==> config.mk <==
export PLATFORM = sky130hd
export DESIGN_NAME = hazard_unit
export DESIGN_NICKNAME = d
export VERILOG_FILES = /design/src/rtl/hazard_unit.sv
export SDC_FILE = /design/constraint.sdc
export NUM_CORES = 1
export LEC_CHECK = 0
export BUFFER_PORTS_ARGS = -buffer_cell sky130_fd_sc_hd__buf_4
export CORE_ASPECT_RATIO = 1.1
export CORE_UTILIZATION = 40
export CTS_BUF_LIST = sky130_fd_sc_hd__clkbuf_16
export CTS_CLUSTER_DIAMETER = 120
export DETAILED_ROUTE_END_ITERATION = 16
export PLACE_DENSITY = 0.57
export REMOVE_ABC_BUFFERS = 1
export SLEW_MARGIN = 40
export SYNTH_ARGS = -nofsm -noshare
export SYNTH_HDL_FRONTEND = slang
export SYNTH_SLANG_ARGS = --single-unit
==> constraint.sdc <==
create_clock -name clk -period 4.2 [get_ports clk]
set_input_delay 0.42 -clock clk [delete_from_list [all_inputs] [get_ports clk]]
set_output_delay 0.42 -clock clk [all_outputs]
set_load 0.02 [all_outputs]
==> src/rtl/hazard_unit.sv <==
// hazard_unit: D-stage interlock and bypass-select generation for the 5-stage MIPS pipeline.
// Tracks destinations in flight through E, M and W and compares them against the D operands.
module hazard_unit #(
    parameter logic [5:0] PCE_CODE  = 6'd33,
    parameter logic [5:0] REG_LIMIT = 6'd32
) (
    input  logic        clk,
    input  logic        reset,
    input  logic        en,
    input  logic [5:0]  d_az,
    input  logic [5:0]  d_aw,
    input  logic [5:0]  d_am,
    input  logic [5:0]  d_ax,
    input  logic [12:0] d_ops,
    output logic        stall,
    output logic [1:0]  fwd_dz,
    output logic [1:0]  fwd_dw,
    output logic [1:0]  fwd_dm,
    output logic [1:0]  fwd_ez,
    output logic [1:0]  fwd_ew,
    output logic [1:0]  fwd_em,
    output logic [1:0]  fwd_mm
);

    typedef struct packed {
        logic       valid;
        logic [5:0] dst;
        logic [1:0] tnew;
        logic [5:0] az;
        logic [5:0] aw;
        logic [5:0] am;
    } stage_t;

    typedef struct packed {
        logic       hit;
        logic [1:0] code;
        logic [1:0] tnew;
    } match_t;

    stage_t     e_q;
    stage_t     m_q;
    stage_t     w_q;
    stage_t     d_entry;

    logic       is_load;
    logic       is_link;
    logic       is_ctrl;
    logic [1:0] tuse_zw;
    logic [1:0] tuse_m;
    match_t     hit_z;
    match_t     hit_w;
    match_t     hit_m;
    logic       unused_bits;

    function automatic logic is_reg(input logic [5:0] a);
        return (a != 6'd0) && (a < REG_LIMIT);
    endfunction

    // Youngest in-flight writer of a (E before M before W), with its bypass code.
    function automatic match_t lookup(input logic [5:0] a);
        match_t r;
        r = '0;
        if (is_reg(a)) begin
            if (e_q.valid && e_q.dst == a)
                r = '{hit: 1'b1, code: 2'd1, tnew: e_q.tnew};
            else if (m_q.valid && m_q.dst == a)
                r = '{hit: 1'b1, code: 2'd2, tnew: m_q.tnew};
            else if (w_q.valid && w_q.dst == a)
                r = '{hit: 1'b1, code: 2'd3, tnew: w_q.tnew};
        end
        return r;
    endfunction

    function automatic logic [1:0] d_sel(input match_t r);
        return (r.hit && r.tnew == 2'd0) ? r.code : 2'd0;
    endfunction

    // E-stage operands only look at older stages; a not-yet-ready M writer blocks W.
    function automatic logic [1:0] e_sel(input logic [5:0] a);
        logic [1:0] s;
        s = 2'd0;
        if (is_reg(a)) begin
            if (m_q.valid && m_q.dst == a)
                s = (m_q.tnew == 2'd0) ? 2'd2 : 2'd0;
            else if (w_q.valid && w_q.dst == a)
                s = (w_q.tnew == 2'd0) ? 2'd3 : 2'd0;
        end
        return s;
    endfunction

    function automatic stage_t age(input stage_t s);
        stage_t r;
        r = s;
        if (r.tnew != 2'd0)
            r.tnew = r.tnew - 2'd1;
        return r;
    endfunction

    assign is_load = (d_ops[3:1] != 3'd0) && !d_ops[0];
    assign is_link = (d_am == PCE_CODE);
    assign is_ctrl = (d_ops[12:10] != 3'd0);
    assign tuse_zw = is_ctrl ? 2'd0 : 2'd1;
    assign tuse_m  = is_ctrl ? 2'd0 : 2'd2;

    always_comb begin
        // NOTE: every combinational output gets a default first so no path can infer a latch.
        d_entry       = '0;
        d_entry.valid = is_reg(d_ax);
        d_entry.dst   = d_ax;
        d_entry.az    = d_az;
        d_entry.aw    = d_aw;
        d_entry.am    = d_am;
        if (is_load)
            d_entry.tnew = 2'd2;
        else if (is_link)
            d_entry.tnew = 2'd0;
        else
            d_entry.tnew = 2'd1;
    end

    always_comb begin
        hit_z  = lookup(d_az);
        hit_w  = lookup(d_aw);
        hit_m  = lookup(d_am);
        stall  = (hit_z.hit && (hit_z.tnew > tuse_zw)) ||
                 (hit_w.hit && (hit_w.tnew > tuse_zw)) ||
                 (hit_m.hit && (hit_m.tnew > tuse_m));
        fwd_dz = d_sel(hit_z);
        fwd_dw = d_sel(hit_w);
        fwd_dm = d_sel(hit_m);
        fwd_ez = e_sel(e_q.az);
        fwd_ew = e_sel(e_q.aw);
        fwd_em = e_sel(e_q.am);
        // W results are always complete, so store data only needs a destination match.
        fwd_mm = (is_reg(m_q.am) && w_q.valid && (w_q.dst == m_q.am)) ? 2'd3 : 2'd0;
    end

    always_ff @(posedge clk or posedge reset) begin
        if (reset) begin
            e_q <= '0;
            m_q <= '0;
            w_q <= '0;
        end else if (en) begin
            // NOTE: non-blocking so W, M and E all shift from their pre-edge values.
            w_q <= age(m_q);
            m_q <= age(e_q);
            e_q <= stall ? '0 : d_entry;
        end
    end

    // Source fields of M and W (other than M.am) travel with the instruction but feed no select.
    assign unused_bits = ^{d_ops[9:4], m_q.az, m_q.aw, w_q.az, w_q.aw, w_q.am};

endmodule

==> results.tsv, run 1 <==
stage	metric	value	unit
outcome	status	finished, final reports clean	
setup_path	CP cell instances	xnor2_1 > nand4_1 > or3_4 > a31o_2 > mux2_2 > nand2_1 > ha_1 > nor2_1 > nor2_1 > a21bo_2 > a211oi_4 > or3_1 > buf_4	
min_path	Hold Path Class	in2async	
layout	multi-input combinational cell area	2720	um2
drt	DR DRC count	0	
layout	Ant. Diodes	0	
drt	Final Routed Wirelength	11300	um
sta	max-slew violation count	0	
setup_path	CP Capture Type	output port	
global_route	first-pass GRT wire length	18500	um
sta	endpoints failing hold	0	
layout	nets	499	
layout	Syn-to-layout area delta	9.99	%
floorplanning	Die Ht	111	um
global_route	vias in the first global route	3337	
sta	fin crit share	0.957	
floorplanning	die area	11200	um2
setup_path	max incr delay on CP	0.64	ns
synth	Post-synth EDFFs	0	
synth	count of different cell masters after synthesis	53	
sta	clk_skew	0.00452	ns
setup_path	WS Path Type	reg2out	
layout	Non-Filler Instances	600	
setup_path	flop-to-flop setup slack	0.52	ns
clock_tree	CTS tree	done	
drt	Starting DRT DRC Count	140	
clock_tree	CTS buffer count	5	
setup_path	startpoint types	flop	
sta	Post-Route Setup TNS	0	ns
floorplanning	IO Pins	55	
sta	Setup-failing EPs final	0	
drt	Via Count	3326	
power	worst vdd ir	0.175	mV
clock_tree	CTS H-tree lvls	2	
global_route	GRT Total Usage	0.215	
placed_design	# port buffers	48	
synth	Post-synth ARST share	1.00	
setup_path	Critical-path top delay cell	dfrtp_1	
synth	Synth Flop Type	dfrtp_1	
placed_design	Inst Count DP	592	
job	max_cap viols	0	
layout	fillers	1047	
setup_path	cell repeated most along the worst path	nor2_1	
setup_path	worst r2r src	m_q[23]	
clock_tree	Reg clk slew, reported paths	0.07	ns
floorplanning	core area	10400	um2
clock_tree	post-CTS sizing	0	
sta	fmax	249	MHz
sta	Worst-Margin Slew	0.774	ns
power	Cell Pwr Density	313	nW/um2
clock_tree	CTS sink count	51	
drt	DR pass1 iterations	4	
setup_path	crit path from	m_q[23]	
setup_path	critical path arrival	3.60	ns
clock_tree	setup bufs post-CTS	0	
layout	share of layout cells above drive strength 1	0.282	
clock_tree	# hold bufs at CTS	0	
setup_path	reg2reg end	e_q[21]	
clock_tree	clock root cell	clkbuf_16	
drt	vias per cell	5.54	
setup_path	worst r2r path cells	13	
power	Leak	1.96	nW
floorplanning	initial core utilization	0.414	
placed_design	routability congestion estimate	0.892	
clock_tree	CTS max path bufs	2	
placed_design	dpl hpwl	7950	um
floorplanning	Die X	101	um
synth	Mapped Area	4320	um2
floorplanning	row count	39	
sta	Slew Limit Headroom	0.484	
synth	Yosys reg bits	51	
setup_path	CP Max Fanout	8	
sta	Min Clock Period, post-route	4.02	ns
drt	Post-DRT Antenna Nets	0	
synth	Syn Inst Count	437	
global_route	initial antenna violation count	0	
global_route	GR Overflow Total	0	
synth	Ys Warns	0	
drt	DR WL/cell	18.8	um
power	Power, Total	1.49	mW
setup_path	Worst Path Required	3.78	ns
layout	FF/Latch Area	1280	um2
synth	Avg Inst Size Synth	9.89	um2
sta	RSZ-0062 raised after global routing	false	
global_route	largest net degree at the start of global routing	81	
synth	sequential area share after synthesis	0.295	
clock_tree	Clk Latency, worst-skew pair	0.29	ns
-- where the power goes --
| part | internal, mW | leakage, nW | total, mW | switching [mW] |
|---|---|---|---|---|
| clock network | 0.216 | 0.0762 | 0.397 | 0.181 |
| registers | 0.548 | 0.624 | 0.681 | 0.133 |
| logic | 0.209 | 1.26 | 0.408 | 0.198 |
| total | 0.973 | 1.96 | 1.49 | 0.512 |
-- area by class of cell --
| cell class | instances | share of cell area |
|---|---|---|
| multi-input combinational | 335 | 0.571 |
| sequential | 51 | 0.269 |
| timing repair buffer | 54 | 0.0853 |
| tap | 143 | 0.0377 |
| clock buffer | 5 | 0.0263 |
| inverter | 9 | 0.00764 |
| clock inverter | 3 | 0.00263 |
-- stage by stage --
stage / utilization / worst slack, ns / cell area (um2) / hold slack (ns)
4_1_cts: 0.455 / 0.192 / 4750 / 0.265
3_3_place_gp: 0.441 / 0.565 / 4610 / 0.500
5_1_grt: 0.455 / 0.00577 / 4750 / 0.300
3_5_place_dp: 0.442 / 0.524 / 4610 / 0.497
6_report: 0.455 / 0.180 / 4750 / 0.234
2_1_floorplan: - / 0.216 / 4030 / 0.482
-- cells by family (layout without fill, tap and decap cells) --
family          Yosys count  count (layout)  share of synthesized area
fa+ha+maj                 3               3                    0.00869
buf+inv                  51              71                     0.0762
compound gates           62              62                      0.162
xor+xnor                 93              93                      0.189
simple gates            155             155                      0.211
flops                    51              51                      0.295
mux                      22              22                     0.0573
-- cells in the mapped netlist, drive strengths merged (6+ instances only) --
| cell type | n | area, um2 |
|---|---|---|
| clkbuf | 16 | 66.3 |
| nand4 | 16 | 100 |
| mux2 | 22 | 248 |
| xor2 | 48 | 420 |
| o41ai | 26 | 378 |
| nand2 | 37 | 139 |
| a21oi | 8 | 40.0 |
| nor3 | 20 | 115 |
| nor2 | 22 | 82.6 |
| nor4 | 14 | 160 |
| buf | 26 | 229 |
| dfrtp | 51 | 1280 |
| or2b | 6 | 45.0 |
| xnor2 | 45 | 394 |
| a211oi | 6 | 87.6 |
| inv | 9 | 33.8 |
| nand2b | 21 | 131 |
-- worst max-delay path: cells and delay by family, from the launching register on --
kind                     cells  cell delay, ns
AO/OA/AOI/OAI                3            0.70
XOR/XNOR                     1            0.18
adder cells (fa/ha/maj)      1            0.22
buffers and inverters        1            0.17
flip-flops                   1            0.64
multiplexers                 1            0.29
AND/OR/NAND/NOR              6            1.12
-- sequential cells by signal, summed over array words and instances, names as in the netlist --
signal and flops:
m_q 15, e_q 27, w_q 9
-- placed cells by master, fill, tap and decap left out, types with 2 or more instances in the layout --
cell and count:
o22ai_1 4, nand2_1 37, a211oi_1 2, nor3_1 17, mux2_2 22, nand2b_1 21
dfrtp_1 49, ha_1 3, o41ai_1 6, nor2_1 22, nor4_2 2, or3_1 3
inv_1 10, o41ai_2 20, nor4_1 8, xnor2_1 45, buf_4 54, a31o_2 3
a211oi_4 3, nand3_1 3, or2b_1 6, nand3_2 2, clkbuf_16 5, xor2_1 48
a21oi_1 8, or3_4 2, nand4_1 16, nor3_2 3, or4_1 2, dfrtp_2 2
nor4_4 4, and3_1 4
-- layer usage --
metal	track usage	vias to the layer above	wire, um
met3	0.0303	19	458
met5	0	-	0
li1	-	1582	-
met2	0.347	82	5520
met1	0.293	1643	5050
met4	0.0715	0	286
-- how the worst max path moves through the flow --
stage / cells after the start / endpoint
after detailed placement: 12 / stall
after floorplan: 12 / stall
after global routing: 12 / stall
final: 13 / stall
after global placement: 13 / stall
after CTS: 12 / stall
Note: power is estimated with default switching activity, not from simulation.
==> run 2: changes to the inputs <==
--- a/config.mk
+++ b/config.mk
@@ -7,8 +7,9 @@
 export LEC_CHECK = 0
 export BUFFER_PORTS_ARGS = -buffer_cell sky130_fd_sc_hd__buf_4
 export CORE_ASPECT_RATIO = 1.1
+export CORE_MARGIN = 2
 export CORE_UTILIZATION = 40
-export CTS_BUF_LIST = sky130_fd_sc_hd__clkbuf_16
+export CTS_BUF_LIST = sky130_fd_sc_hd__clkbuf_8
 export CTS_CLUSTER_DIAMETER = 120
 export DETAILED_ROUTE_END_ITERATION = 16
 export PLACE_DENSITY = 0.57
==> run 2 against run 1 <==
Compared with the run above:
- non-clock buffer count decreased by 1
- die area rose by 3.8%
- critical path depth decreased by 1
- worst setup slack worse by 0.0036 ns
- global-route usage down 0.42 points
- register-to-register slack better by 0.05 ns
- sequential cell count unchanged
- largest power group unchanged
==> results.tsv, run 2 (synthesis gave the netlist of run 1 again) <==
stage	metric	value	unit	change
job	max_cap viols	0		unchanged
setup_path	startpoint types	flop		
setup_path	WS Path Type	reg2out		
power	switching part of the total	0.370		+0.0251
placed_design	post-placement cell area	4600	um2	-0.22%
sta	Worst-Margin Slew	0.795	ns	+0.0215 ns
global_route	first-pass GRT wire length	18900	um	+2.2%
floorplanning	initial core utilization	0.414		unchanged
power	sequential share of power	0.500		+0.042
placed_design	dpl hpwl	8050	um	+1.2%
drt	DR DRC count	0		unchanged
drt	DR pass1 iterations	4		unchanged
sta	endpoints failing hold	0		unchanged
global_route	largest net degree at the start of global routing	81		unchanged
sta	Slew Limit Headroom	0.470		-0.0144
drt	Post-DRT Antenna Nets	0		unchanged
layout	most common cell after layout, fill and taps aside	buf_4		
clock_tree	Clk Latency, worst-skew pair	0.32	ns	+0.03 ns
drt	Starting DRT DRC Count	125		-11%
layout	Largest register FFs	27		unchanged
drt	vias per cell	5.56		+0.35%
power	clock network fraction of design power	0.212		-0.055
clock_tree	CTS buffer count	5		unchanged
drt	DR WL/cell	19.1	um	+1.2%
layout	post-layout util	0.449		-0.00563
clock_tree	CTS tree	done		
layout	post-route cell area	4690	um2	-1.2%
power	worst vdd ir	0.157	mV	-11%
sta	RSZ-0062 raised after global routing	false		
clock_tree	Reg clk slew, reported paths	0.11	ns	+0.04 ns
global_route	GR Overflow Total	0		unchanged
clock_tree	CTS sink count	51		unchanged
global_route	vias in the first global route	3355		+0.54%
setup_path	CP cell instances	xor2_1 > nor3_2 > nand4_1 > and3_1 > o31a_1 > nor2b_1 > ha_1 > inv_1 > a211oi_2 > a211oi_4 > or3_1 > buf_4		
floorplanning	core area	10400	um2	unchanged
setup_path	CP Capture Type	output port		
sta	max-slew violation count	0		unchanged
power	Gate power share	0.288		+0.014
global_route	initial antenna violation count	0		unchanged
floorplanning	row count	39		unchanged
placed_design	# port buffers	48		unchanged
floorplanning	Die Ht	113	um	+1.8%
layout	Biggest register	e_q		
sta	Min Clock Period, post-route	4.02	ns	+0.00359 ns
outcome	status	finished, final reports clean		
clock_tree	CTS H-tree lvls	2		unchanged
power	Cell Pwr Density	294	nW/um2	-6.0%
power	P_sw	510	uW	-0.39%
setup_path	CP Max Fanout	8		unchanged
sta	clk_skew	0.0131	ns	+0.00860 ns
clock_tree	CTS max path bufs	2		unchanged
sta	fin crit share	0.958		about the same
floorplanning	die area	11600	um2	+3.8%
setup_path	Critical-path top delay cell	dfrtp_1		
sta	Post-Route Setup TNS	0	ns	unchanged
layout	Top Registers	e_q x27, m_q x15, w_q x9		
layout	most frequent cells in the layout	buf_4 (53), xor2_1 (48), xnor2_1 (45), dfrtp_1 (45), nand2_1 (37)		
setup_path	Worst Path Required	3.78	ns	about the same
layout	Syn-to-layout area delta	8.63	%	
floorplanning	Die X	103	um	+2.0%
power	Internal	869	uW	-11%
clock_tree	clock root cell	clkbuf_8		
drt	Via Count	3332		+0.18%
layout	fillers	1045		-0.19%
clock_tree	# hold bufs at CTS	0		unchanged
min_path	Hold Path Class	in2async		
floorplanning	IO Pins	55		unchanged
sta	Setup-failing EPs final	0		unchanged
setup_path	max incr delay on CP	0.57	ns	-0.07 ns
layout	nets	498		-0.20%
layout	Ant. Diodes	0		unchanged
sta	fmax	249	MHz	about the same
setup_path	flop-to-flop setup slack	0.57	ns	+0.05 ns
global_route	GRT Total Usage	0.211		-0.00420
setup_path	critical path arrival	3.60	ns	about the same
placed_design	routability congestion estimate	0.849		-4.8%
drt	Final Routed Wirelength	11400	um	+1.0%
power	Leak	1.92	nW	-2.0%
layout	share of layout cells above drive strength 1	0.294		+0.0116
## run 2: per-stage QoR
step           std cells  setup WS, ns  hold WS [ns]  total power, mW
6_report             599         0.176         0.287             1.38
5_1_grt              599       0.00509         0.344             1.46
4_1_cts              599         0.133         0.313             1.39
3_5_place_dp         591         0.509         0.506             1.09
3_3_place_gp         591         0.568         0.504             1.08
2_1_floorplan        395         0.216         0.482            0.941
## run 2: per-layer routing
| metal | part of all wire | global-route usage | vias to the layer above |
|---|---|---|---|
| met5 | 0 | 0 | - |
| met4 | 0.011 | 0.0544 | 0 |
| met3 | 0.025 | 0.0229 | 8 |
| met2 | 0.50 | 0.352 | 59 |
| met1 | 0.46 | 0.290 | 1690 |
| li1 | - | - | 1575 |
## run 2: what timing repair did
item	CTS	global route
gates resized for setup	0	6
buffers inserted	0	0
setup endpoints to repair	0	1
## run 2: critical path, delay by kind of cell, from the launching register on
family | cells | cell delay, ns
compound gates | 3 | 0.60
xor+xnor | 1 | 0.26
fa+ha+maj | 1 | 0.32
buf+inv | 2 | 0.25
flops | 1 | 0.57
simple gates | 5 | 1.30
## run 2: area by class of cell
class                   instances  area, um2  area share
repair buffers                 53        398      0.0848
multi-input cells             335       2720       0.579
flip-flops and latches         51       1280       0.274
clock buffers                   5       68.8      0.0147
well taps                     143        179      0.0381
inverters                       9       33.8     0.00720
clock inverters                 3       15.0     0.00320
## run 2: power groups by stage
stage	sequential [mW]	clock (mW)	combinational [mW]
2_1_floorplan	0.646	0	0.295
3_3_place_gp	0.697	0	0.386
3_5_place_dp	0.695	0	0.397
4_1_cts	0.686	0.302	0.398
5_1_grt	0.699	0.317	0.441
6_report	0.690	0.292	0.396
## run 2: path summary, 6_finish.rpt
| check | start | to | cells after the start |
|---|---|---|---|
| hold / removal | reset | m_q[18] | 3 |
| setup / recovery | m_q[25] | stall | 12 |
| max in group asynchronous | reset | w_q[24] | 3 |
| min in group clk | d_ax[0] | e_q[20] | 3 |
| hold reg to reg | m_q[5] | m_q[5] | 1 |
| setup reg to reg | m_q[23] | e_q[21] | 13 |
